--- config.mk ---
export PLATFORM = sky130hd
export DESIGN_NAME = lerp_upsampler
export DESIGN_NICKNAME = d
export VERILOG_FILES = /design/src/rtl/lerp_pkg.sv /design/src/rtl/lerp_core.sv /design/src/rtl/lerp_upsampler.sv
export SDC_FILE = /design/constraint.sdc
export NUM_CORES = 1
export LEC_CHECK = 0
export BUFFER_PORTS_ARGS = -buffer_cell sky130_fd_sc_hd__buf_2
export CAP_MARGIN = 20
export CORE_MARGIN = 1.5
export CORE_UTILIZATION = 51
export DETAILED_ROUTE_END_ITERATION = 12
export GPL_ROUTABILITY_DRIVEN = 0
export PLACE_DENSITY_LB_ADDON = 0.25
export SLEW_MARGIN = 20
export SYNTH_ARGS = -nofsm -noshare
export SYNTH_HDL_FRONTEND = slang
export SYNTH_SLANG_ARGS = --single-unit
--- constraint.sdc ---
create_clock -name clk -period 1.6 [get_ports clk]
set_input_delay 0.08 -clock clk [delete_from_list [all_inputs] [get_ports clk]]
set_output_delay 0.08 -clock clk [all_outputs]
set_load 0.01 [all_outputs]
--- src/rtl/lerp_pkg.sv ---
// lerp_pkg: shared types and constants for the lerp_upsampler block.
`default_nettype none

package lerp_pkg;

  localparam int DEF_DATA_WIDTH  = 14;
  localparam int DEF_SAMPLE_RATE = 4;

  function automatic int clog2(input int value);
    int n;
    n = 0;
    while ((1 << n) < value) n = n + 1;
    return n;
  endfunction

  localparam int L = clog2(DEF_SAMPLE_RATE);

  typedef logic signed [DEF_DATA_WIDTH-1:0] sample_t;

  typedef enum logic [1:0] {
    IDLE  = 2'd0,
    PRIME = 2'd1,
    RUN   = 2'd2,
    HOLD  = 2'd3
  } state_t;

endpackage

`default_nettype wire

--- src/rtl/lerp_core.sv ---
// lerp_core: combinational x0/x1/k -> y datapath.
// INTERP_LINEAR_EN selects linear interpolation; otherwise zero-order hold (y = x0).
`default_nettype none

module lerp_core
  import lerp_pkg::*;
#(
  parameter int DATA_WIDTH  = DEF_DATA_WIDTH,
  parameter int SAMPLE_RATE = DEF_SAMPLE_RATE
) (
  input  logic signed [DATA_WIDTH-1:0]         i_x0,
`ifdef INTERP_LINEAR_EN
  input  logic signed [DATA_WIDTH-1:0]         i_x1,
  input  logic        [clog2(SAMPLE_RATE)-1:0] i_k,
`endif
  output logic signed [DATA_WIDTH-1:0]         o_y
);

`ifdef INTERP_LINEAR_EN
  localparam int c_kw = clog2(SAMPLE_RATE);
  localparam int c_pw = DATA_WIDTH + 1 + c_kw;

  logic signed [DATA_WIDTH:0] w_d;
  logic signed [c_pw-1:0]     w_p;
  logic signed [c_pw-1:0]     w_q;

  assign w_d = (DATA_WIDTH+1)'(i_x1) - (DATA_WIDTH+1)'(i_x0);
  assign w_p = c_pw'(w_d) * $signed(c_pw'({1'b0, i_k}));
  // Arithmetic shift floors toward -inf; the result always lies between x0 and x1.
  assign w_q = w_p >>> c_kw;
  assign o_y = DATA_WIDTH'(c_pw'(i_x0) + w_q);
`else
  assign o_y = i_x0;
`endif

endmodule

`default_nettype wire

--- src/rtl/lerp_upsampler.sv ---
// lerp_upsampler: FIFO-fed xR upsampler with prime/run/hold FSM and underrun recovery.
// Interpolation mode is selected by INTERP_LINEAR_EN (see lerp_core).
`default_nettype none

module lerp_upsampler
  import lerp_pkg::*;
#(
  parameter int DATA_WIDTH  = DEF_DATA_WIDTH,
  parameter int SAMPLE_RATE = DEF_SAMPLE_RATE
) (
  input  logic                         clk,
  input  logic                         rst,
  input  logic                         fifo_almst_full,
  input  logic                         fifo_empty,
  input  logic signed [DATA_WIDTH-1:0] fifo_dout,
  output logic                         fifo_rd_en,
  output logic signed [DATA_WIDTH-1:0] dac_data,
  output logic                         dac_valid,
  output logic                         underrun
);

  localparam int               c_kw            = clog2(SAMPLE_RATE);
  localparam logic [c_kw-1:0]  c_k_last        = c_kw'(SAMPLE_RATE - 1);
  localparam logic [c_kw-1:0]  c_k_fetch       = c_kw'(SAMPLE_RATE - 2);
  localparam logic             c_fetch_at_wrap = (SAMPLE_RATE == 2);

  state_t                      r_state;
  logic [c_kw-1:0]             r_k;
  logic signed [DATA_WIDTH-1:0] r_x0;
  logic signed [DATA_WIDTH-1:0] r_x1;
  logic                        r_rd_en;
  logic                        r_pend;
  logic                        r_got_x0;
  logic [1:0]                  r_prime_rd;
  logic signed [DATA_WIDTH-1:0] r_dac_data;
  logic                        r_dac_valid;
  logic                        r_underrun;
  logic signed [DATA_WIDTH-1:0] w_y;
  logic [c_kw-1:0]             w_k_inc;

  assign w_k_inc = r_k + 1'b1;

  lerp_core #(
    .DATA_WIDTH  (DATA_WIDTH),
    .SAMPLE_RATE (SAMPLE_RATE)
  ) u_core (
    .i_x0 (r_x0),
`ifdef INTERP_LINEAR_EN
    .i_x1 (r_x1),
    .i_k  (r_k),
`endif
    .o_y  (w_y)
  );

  // r_pend marks that fifo_dout carries the word requested by last cycle's strobe.
  always_ff @(posedge clk or negedge rst) begin
    if (!rst) begin
      r_state     <= IDLE;
      r_k         <= '0;
      r_x0        <= '0;
      r_x1        <= '0;
      r_rd_en     <= 1'b0;
      r_pend      <= 1'b0;
      r_got_x0    <= 1'b0;
      r_prime_rd  <= '0;
      r_dac_data  <= '0;
      r_dac_valid <= 1'b0;
      r_underrun  <= 1'b0;
    end else begin
      r_pend      <= r_rd_en;
      r_rd_en     <= 1'b0;
      r_underrun  <= 1'b0;
      r_dac_valid <= (r_state == RUN) || (r_state == HOLD);
      case (r_state)
        IDLE: begin
          r_dac_data <= '0;
          if (fifo_almst_full) begin
            r_state    <= PRIME;
            r_prime_rd <= '0;
            r_got_x0   <= 1'b0;
          end
        end
        PRIME: begin
          r_dac_data <= '0;
          if (r_prime_rd != 2'd2 && !fifo_empty) begin
            r_rd_en    <= 1'b1;
            r_prime_rd <= r_prime_rd + 2'd1;
          end
          if (r_pend) begin
            if (!r_got_x0) begin
              r_x0     <= fifo_dout;
              r_got_x0 <= 1'b1;
            end else begin
              r_x1    <= fifo_dout;
              r_k     <= '0;
              r_state <= RUN;
              r_rd_en <= c_fetch_at_wrap && !fifo_empty;
            end
          end
        end
        RUN: begin
          r_dac_data <= w_y;
          if (r_k == c_k_last) begin
            if (r_pend) begin
              r_x0    <= r_x1;
              r_x1    <= fifo_dout;
              r_k     <= '0;
              r_rd_en <= c_fetch_at_wrap && !fifo_empty;
            end else begin
              r_underrun <= 1'b1;
              r_state    <= HOLD;
            end
          end else begin
            r_k     <= w_k_inc;
            r_rd_en <= (w_k_inc == c_k_fetch) && !fifo_empty;
          end
        end
        HOLD: begin
          r_dac_data <= r_x1;
          if (r_pend) begin
            r_x0    <= r_x1;
            r_x1    <= fifo_dout;
            r_k     <= '0;
            r_state <= RUN;
            r_rd_en <= c_fetch_at_wrap && !fifo_empty;
          end else if (!r_rd_en && !fifo_empty) begin
            r_rd_en <= 1'b1;
          end
        end
        default: begin
          r_dac_data <= '0;
          r_state    <= IDLE;
        end
      endcase
    end
  end

  assign fifo_rd_en = r_rd_en;
  assign dac_data   = r_dac_data;
  assign dac_valid  = r_dac_valid;
  assign underrun   = r_underrun;

endmodule

`default_nettype wire

Word-level counts from Yosys, hierarchy flattened --
Index checks and enable logic that the tools add are counted.
Word-level totals: logic and storage cells 82, output and inout port bits 17, register bits 53
Operators by class: reduce and logical (&&, ||, !) cells 16, muxes and demuxes 39, $add $sub $neg 2, equal/unequal tests 14
Operator list (number):
- $pmux W14 S3 | 3
- $mux W14 | 8
- $mux W2 | 12
- $ne A2 B2 Y1 const B | 8
- $mux W1 | 11
- $reduce_and A3 Y1 | 3
- $eq A2 B2 Y1 const B | 4
- $pmux W2 S4 | 1
- $reduce_and A4 Y1 | 2
- $pmux W2 S3 | 1
- $reduce_and A6 Y1 | 1
- $add A2 B1 Y2 const B | 2
- $pmux W2 S2 | 1
- $logic_and A1 B1 Y1 | 3
- $pmux W1 S3 | 1
- $reduce_bool A3 Y1 | 1
- $eq A2 B1 Y1 const B | 1
- $logic_not A1 Y1 | 2
- $logic_not A2 Y1 | 1
- $ne A2 B1 Y1 const B | 1
- $pmux W1 S2 | 1
- $reduce_bool A2 Y1 | 1
- $reduce_or A2 Y1 | 1
- $logic_or A1 B1 Y1 | 1

Longest topological paths before layout --
Gate-level depths: netlist of the first run.
word-level depth 6, mapped depth 5, gate-level depth less buffers 5

Hierarchy --
Synthesis of the first run repeated with hierarchy kept, for this count alone.
Unflattened totals: cells, all modules 187, area total of the unflattened synthesis 2508.7 um^2
Modules (own cells, without submodules):
- lerp_upsampler | seq. area each 1326.3 um^2, cells each 173, times used 1, area each 2403.6 um^2
- lerp_core | seq. area each 0.0 um^2, cells each 14, times used 1, area each 105.1 um^2

Worst setup path before layout of the first run --
Ideal clock, no wire load.
kind register -> register, start register r_k[0], end register r_x0[10], cell stages (with the launch flop) 6, arrival time 1.437 ns, period minus slack after synthesis 1.562 ns, required time 1.475 ns, slack 0.038 ns, cell sequence dfrtp_1 -> ha_1 -> o211ai_4 -> nand2_4 -> buf_6 -> mux2_4
On the way: cells in the longest elaborated chain, start to end 3
Ends and longest elaborated chain:
- from (decl) | line lerp_upsampler.sv:28 | logic [c_kw-1:0] r_k;
- from (signal assigned) | line lerp_upsampler.sv:114 | r_k <= w_k_inc;
- $eq A2 B2 Y1 | line lerp_upsampler.sv:103 | if (r_k == c_k_last) begin
- $ne A2 B1 Y1 (no source line)
- $reduce_and A4 Y1 (no source line)
- to (signal assigned) | line lerp_upsampler.sv:91 | r_x0 <= fifo_dout;
- to (signal assigned) | line lerp_upsampler.sv:105 | r_x0 <= r_x1;
- to (signal assigned) | line lerp_upsampler.sv:121 | r_x0 <= r_x1;
- to (decl) | line lerp_upsampler.sv:29 | logic signed [DATA_WIDTH-1:0] r_x0;
Every way passes these cells. A chain may end at the register's enable or synchronous reset.

Worst setup path after layout of the first run --
start register r_k[1], end register r_x0[9]
The elaborated chain is that of the path after synthesis.

==> results.cfg, run 1 <==
[timing]
setup_viol = 0
rsz0062_at_grt = no
period_minus_slack_ns = 1.53
fin_skew_ns = 0.00799
max_freq_mhz = 654
hold_viol = 0
report.final.slew_viol_count = 0
post-route-period-util_pct = 95.6
slew_headroom_pct = 68.1
setup_tns_ns = 0
worst_pin_slew_ns = 0.478
timing.hold.ws_ns = 0.0119

[grt]
grt_pass1_vias = 1535
grt_pass1_wl_mm = 7.44
antenna_found_initial = 0
grt_use_total_pct = 18.7
grt_max_degree = 34
grt_overflow_total = 0

[routing]
route.detailed.drc = 0
dr.pass1.iters = 4
routed_wl_mm = 4.57
wire_per_inst_um = 16.7
vias_per_cell = 5.41
first_iter_violations = 78
vias = 1478
ant_nets = 0

[yosys]
netlist.area_leader.share_pct = 54.6
synth_cell_types = 30
yosys_warnings = 0
synth_fa_ha_area_share_pct = 1.54
synth-seq-cells = 53
yosys.area.top_type = dfrtp_1
ys_seq_area_share_pct = 54.6
synth_top_family_by_area = multiplexers
synthesis.nets = 197
synthTopCellsByArea = dfrtp_1 55%, mux2_4 12%, mux2_2 10%, mux2i_1 5.8%, nor2_1 2.5%
synth_compound_area_share_pct = 4.48
synthMostInstantiatedCell = dfrtp_1
avgSynthCellArea_um2 = 13.8
synth_commonest_cells = 53 x dfrtp_1, 22 x mux2_2, 20 x mux2_4
synth-xor-area-share_pct = 0
muxShareOfSynthArea_pct = 28.3
async_flop_share_pct = 100
yosys.area_share.simple_pct = 7.31
syn_inst = 176
syn-cell-area_um2 = 2430
synth-main-ff-cell = dfrtp_1
synth-edff-count = 0

[final_layout]
multi_input_area_um2 = 1030
design_area_um2 = 2840
syn_to_final_growth_pct = 16.7
finalNetCount = 241
nFillCells = 347
drive_gt1_share_pct = 45.7
seq_area_um2 = 1330
n_antenna_cell = 0

[cts]
cts_tree = done
cts_root_buffer = clkbuf_8
path_clk_slew_ns = 0.09
cts_buffers = 5
clk_latency_ns = 0.31
clock-sinks = 53
clockBufferDepth = 2
cts_max_level = 2

[setup_path]
crit_arrival_ns = 1.73
cp-endpoint = r_x0[9]
crit_buf_inv = 1
critPathTopFamily = flip-flops
r2r_cells = 5
r2r_slack_ns = 0.07
crit_path_cell_trace = ha_2 -> o211ai_4 -> buf_4 -> nand2_8 -> mux2_4
cp-start-kind = flip-flop
crit_path_end_kind = flip-flop
critical_path_class = flip-flop to flip-flop
startpoint = r_k[1]
crit_fanout = 7
r2r_end = r_x0[9]
r2r_start = r_k[1]
slowest_delay_ns = 0.41
crit_required_ns = 1.80
path_depth = 5
slowest_stage = dfrtp_1

[floorplan]
core_um2 = 4470
ios = 35
die_h_um = 72.0
initial_core_util_pct = 54.3
dieArea_um2 = 5190
die_x_um = 72.0
row_count = 24

[power_and_ir_drop]
p_int_mw = 4.16
seq_power_share_pct = 38.8
totalPowerFinal_mw = 6.33
netSwitchingFraction_pct = 34.2
irDropWorstVdd_mv = 0.985
p_comb_share_pct = 46.9
power_per_cell_area_nw_per_um2 = 2230
p_sw_mw = 2.17
leakagePower_nw = 1.38
clockPowerShare_pct = 14.2

[worst_hold_path]
min_path_type = input port to flip-flop
hold_depth = 2

[run_status]
status = finished clean

[run]
drv_cap = 0

[placement]
dp_hpwl_mm = 3.21
placed_area_um2 = 2670
io_buffer_count = 34
## final cells by class
class / instances / share of cell area, %
clock buffer: 6 / 2.56
clock inverter: 2 / 1.37
inverter: 3 / 0.397
multi-input combinational: 110 / 36.5
sequential: 53 / 46.8
tap: 52 / 2.29
timing repair buffer: 47 / 10.1
## stage by stage
stage | instances | setup slack [ns] | utilization, %
floorplan | 176 | 0.0375 | -
global placement | 260 | 0.0420 | 59.6
detailed placement | 260 | -0.00961 | 59.6
CTS | 273 | 0.0144 | 63.3
global route | 273 | 0.0177 | 63.4
finish | 273 | 0.0711 | 63.4
## power by group through the flow
stage          logic, mW  registers [mW]  clock network (mW)
2_1_floorplan       2.28            2.40                   0
3_3_place_gp        2.75            2.42                   0
3_5_place_dp        2.90            2.47                   0
4_1_cts             3.01            2.45               0.916
5_1_grt             3.24            2.54               0.963
6_report            2.97            2.46               0.901
## worst min-delay path by stage
| stage | startpoint | end | slack [ns] |
|---|---|---|---|
| after detailed placement | rst | underrun | 0.07 |
| after global routing | fifo_dout[7] | r_x1[7] | 0.009 |
| final | fifo_dout[7] | r_x1[7] | 0.01 |
| after global placement | rst | underrun | 0.06 |
| after CTS | fifo_dout[7] | r_x1[7] | 0.008 |
| after floorplan | rst | dac_data[0] | -0.22 |
## worst reg2reg max path: stages (launching register included)
cell and delay [ns]:
dfrtp_1 0.41, ha_2 0.22, o211ai_4 0.22, buf_4 0.18, nand2_8 0.08, mux2_4 0.32
## what timing repair did
item	CTS	global route
hold buffers	2	0
endpoints found under the setup margin	23	12
cloned	1	0
resized for setup	2	2
setup buffers	2	0
pin swaps	0	2
endpoints found under the hold margin	21	0
## state kept, by name, summed over array words and instances, names as in the netlist
| register | flops |
|---|---|
| r_state | 2 |
| dac_valid | 1 |
| r_prime_rd | 2 |
| dac_data | 14 |
| r_pend | 1 |
| r_got_x0 | 1 |
| r_k | 2 |
| r_x1 | 14 |
| underrun | 1 |
| fifo_rd_en | 1 |
| r_x0 | 14 |
## logic make-up (layout without fill, tap and decap cells)
logic type                 count (synthesis)  count (layout)
muxes                                     56              56
DFF                                       53              53
and+or+nand+nor                           34              35
AOI/OAI and AO/OA                         16              16
buffers and inverters                     14              58
adders and majority gates                  3               3
## layer usage
layer / vias up / GRT usage [%] / part of all wire, %
li1: 701 / - / -
met1: 738 / 23.9 / 44
met2: 31 / 31.8 / 51
met3: 8 / 4.44 / 3.9
met4: 0 / 5.87 / 1.2
met5: - / 0 / 0
## cell usage in the layout (no fill, tap or decap), types with 2 or more instances in the layout
cell type / count
nand2_1: 5
nor2_1: 16
o21ai_0: 5
nor3b_1: 2
inv_1: 2
clkbuf_8: 5
mux2i_1: 14
a22o_1: 2
dfrtp_1: 51
mux2_4: 20
nand2_4: 2
dlygate4sd3_1: 2
mux2_2: 22
a21oi_1: 6
buf_4: 10
buf_2: 34
dfrtp_2: 2
nand3_1: 2
ha_1: 2
Power figures use the tool's default switching activity.
==> run 2, diff against run 1 <==
- CELL_PAD_IN_SITES_DETAIL_PLACEMENT: not set -> 1
- CELL_PAD_IN_SITES_GLOBAL_PLACEMENT: not set -> 2
- CORE_UTILIZATION: 51 -> 35
- SETUP_SLACK_MARGIN: not set -> 0.2
==> results.cfg, run 2 (same netlist as run 1, synthesis figures left out) <==
[setup_path]
crit_path_end_kind = flip-flop
crit_fanout = 7
crit_buf_inv = 1
critPathTopFamily = flip-flops
crit_required_ns = 1.80
crit_path_cell_trace = ha_4 -> o211ai_4 -> buf_12 -> nand2_8 -> mux2_4
slowest_stage = dfrtp_1
crit_arrival_ns = 1.68
cp-start-kind = flip-flop
slowest_delay_ns = 0.43
critical_path_class = flip-flop to flip-flop

[final_layout]
fin_util_pct = 44.6
final_cell_mix = 51 x dfrtp_1, 34 x buf_2, 22 x mux2_2
syn_to_final_growth_pct = 23.9
finalNetCount = 252
multi_input_area_um2 = 1100
n_antenna_cell = 0
final_cell_count_no_fill = 312
mostFrequentLayoutCell = dfrtp_1
drive_gt1_share_pct = 49.1
nFillCells = 732
seq_area_um2 = 1330

[timing]
report.final.slew_viol_count = 0
worst_pin_slew_ns = 0.406
setup_tns_ns = 0
rsz0062_at_grt = yes
setup_viol = 0
fin_skew_ns = 0.0111
hold_viol = 0
period_minus_slack_ns = 1.48
post-route-period-util_pct = 92.7
slew_headroom_pct = 72.6
max_freq_mhz = 674

[routing]
first_iter_violations = 39
ant_nets = 0
dr.pass1.iters = 4
routed_wl_mm = 5.34
vias_per_cell = 5.04
wire_per_inst_um = 17.1
route.detailed.drc = 0
vias = 1571

[run_status]
status = finished clean

[floorplan]
row_count = 30
ios = 35
die_h_um = 86.3
die_x_um = 86.3
dieArea_um2 = 7450
initial_core_util_pct = 36.0
core_um2 = 6760

[power_and_ir_drop]
leakagePower_nw = 1.44
power_per_cell_area_nw_per_um2 = 2180
irDropWorstVdd_mv = 0.784

[run]
drv_cap = 0

[cts]
clockBufferDepth = 2
cts_buffers = 5
cts_max_level = 2
cts_root_buffer = clkbuf_8
clk_latency_ns = 0.31
cts_tree = done
path_clk_slew_ns = 0.11
clock-sinks = 53

[grt]
antenna_found_initial = 0
grt_use_total_pct = 15.1
grt_pass1_vias = 1759
grt_overflow_total = 0
grt_max_degree = 54
grt_pass1_wl_mm = 8.64

[placement]
io_buffer_count = 34
dp.cells = 288
dp_hpwl_mm = 3.48

[worst_hold_path]
min_path_type = input port to flip-flop
==> run 2: cell types whose count changed in the layout (fill, tap and decap cells not counted), moves of 2 or more <==
| cell | before | now |
|---|---|---|
| dlygate4sd3_1 | 2 | 4 |
| buf_4 | 10 | 17 |
| nand2_8 | 1 | 4 |
| ha_4 | 0 | 2 |
| nand2_4 | 2 | 0 |
==> run 2: through the flow <==
step | instance area (µm²) | hold slack, ns | power [mW] | setup slack (ns)
6_report | 3010 | 0.0117 | 6.57 | 0.117
5_1_grt | 3010 | 0.000296 | 7.01 | 0.0839
4_1_cts | 2940 | 0.00176 | 6.45 | 0.0940
3_5_place_dp | 2710 | 0.102 | 5.43 | 0.0286
3_3_place_gp | 2710 | 0.0955 | 5.25 | 0.0919
2_1_floorplan | 2450 | -0.216 | 4.71 | 0.137
==> run 2: final cells by class <==
cell class              count  share of cell area, %
flip-flops and latches     53                   44.1
multi-input cells         111                   36.6
repair buffers             57                   12.5
well taps                  80                   3.32
clock buffers               5                   2.29
clock inverters             3                  0.748
inverters                   3                  0.374
==> run 2: final timing paths <==
check                             start          end  slack (ns)  cells past startpoint
max in group asynchronous           rst  dac_data[6]        1.05                      3
min in group asynchronous           rst      r_x1[7]        0.28                      3
min                        fifo_dout[8]      r_x1[8]        0.01                      2
max reg2reg                      r_k[0]      r_x1[3]        0.12                      5
min reg2reg                  fifo_rd_en       r_pend        0.42                      0
max                              r_k[0]      r_x1[3]        0.12                      5
==> run 2: power by group <==
group	internal, mW	total, mW	switching (mW)
registers	2.01	2.44	0.429
logic	1.88	3.34	1.46
clock network	0.312	0.781	0.469
==> run 2: per-layer routing <==
metal	wire [µm]	global-route usage [%]	vias up
met2	2660	25.4	32
met1	2460	20.0	807
met4	31	3.37	0
met5	0	0	-
li1	-	-	728
met3	184	3.33	4
==> run 2: repair_timing <==
| item | CTS | global route |
|---|---|---|
| endpoints found under the setup margin | 31 | 34 |
| gates cloned | 2 | 0 |
| hold endpoints to repair | 55 | 1 |
| resized for setup | 4 | 7 |
| pin swaps | 3 | 7 |
| hold buffers | 3 | 1 |
| setup buffers | 6 | 4 |
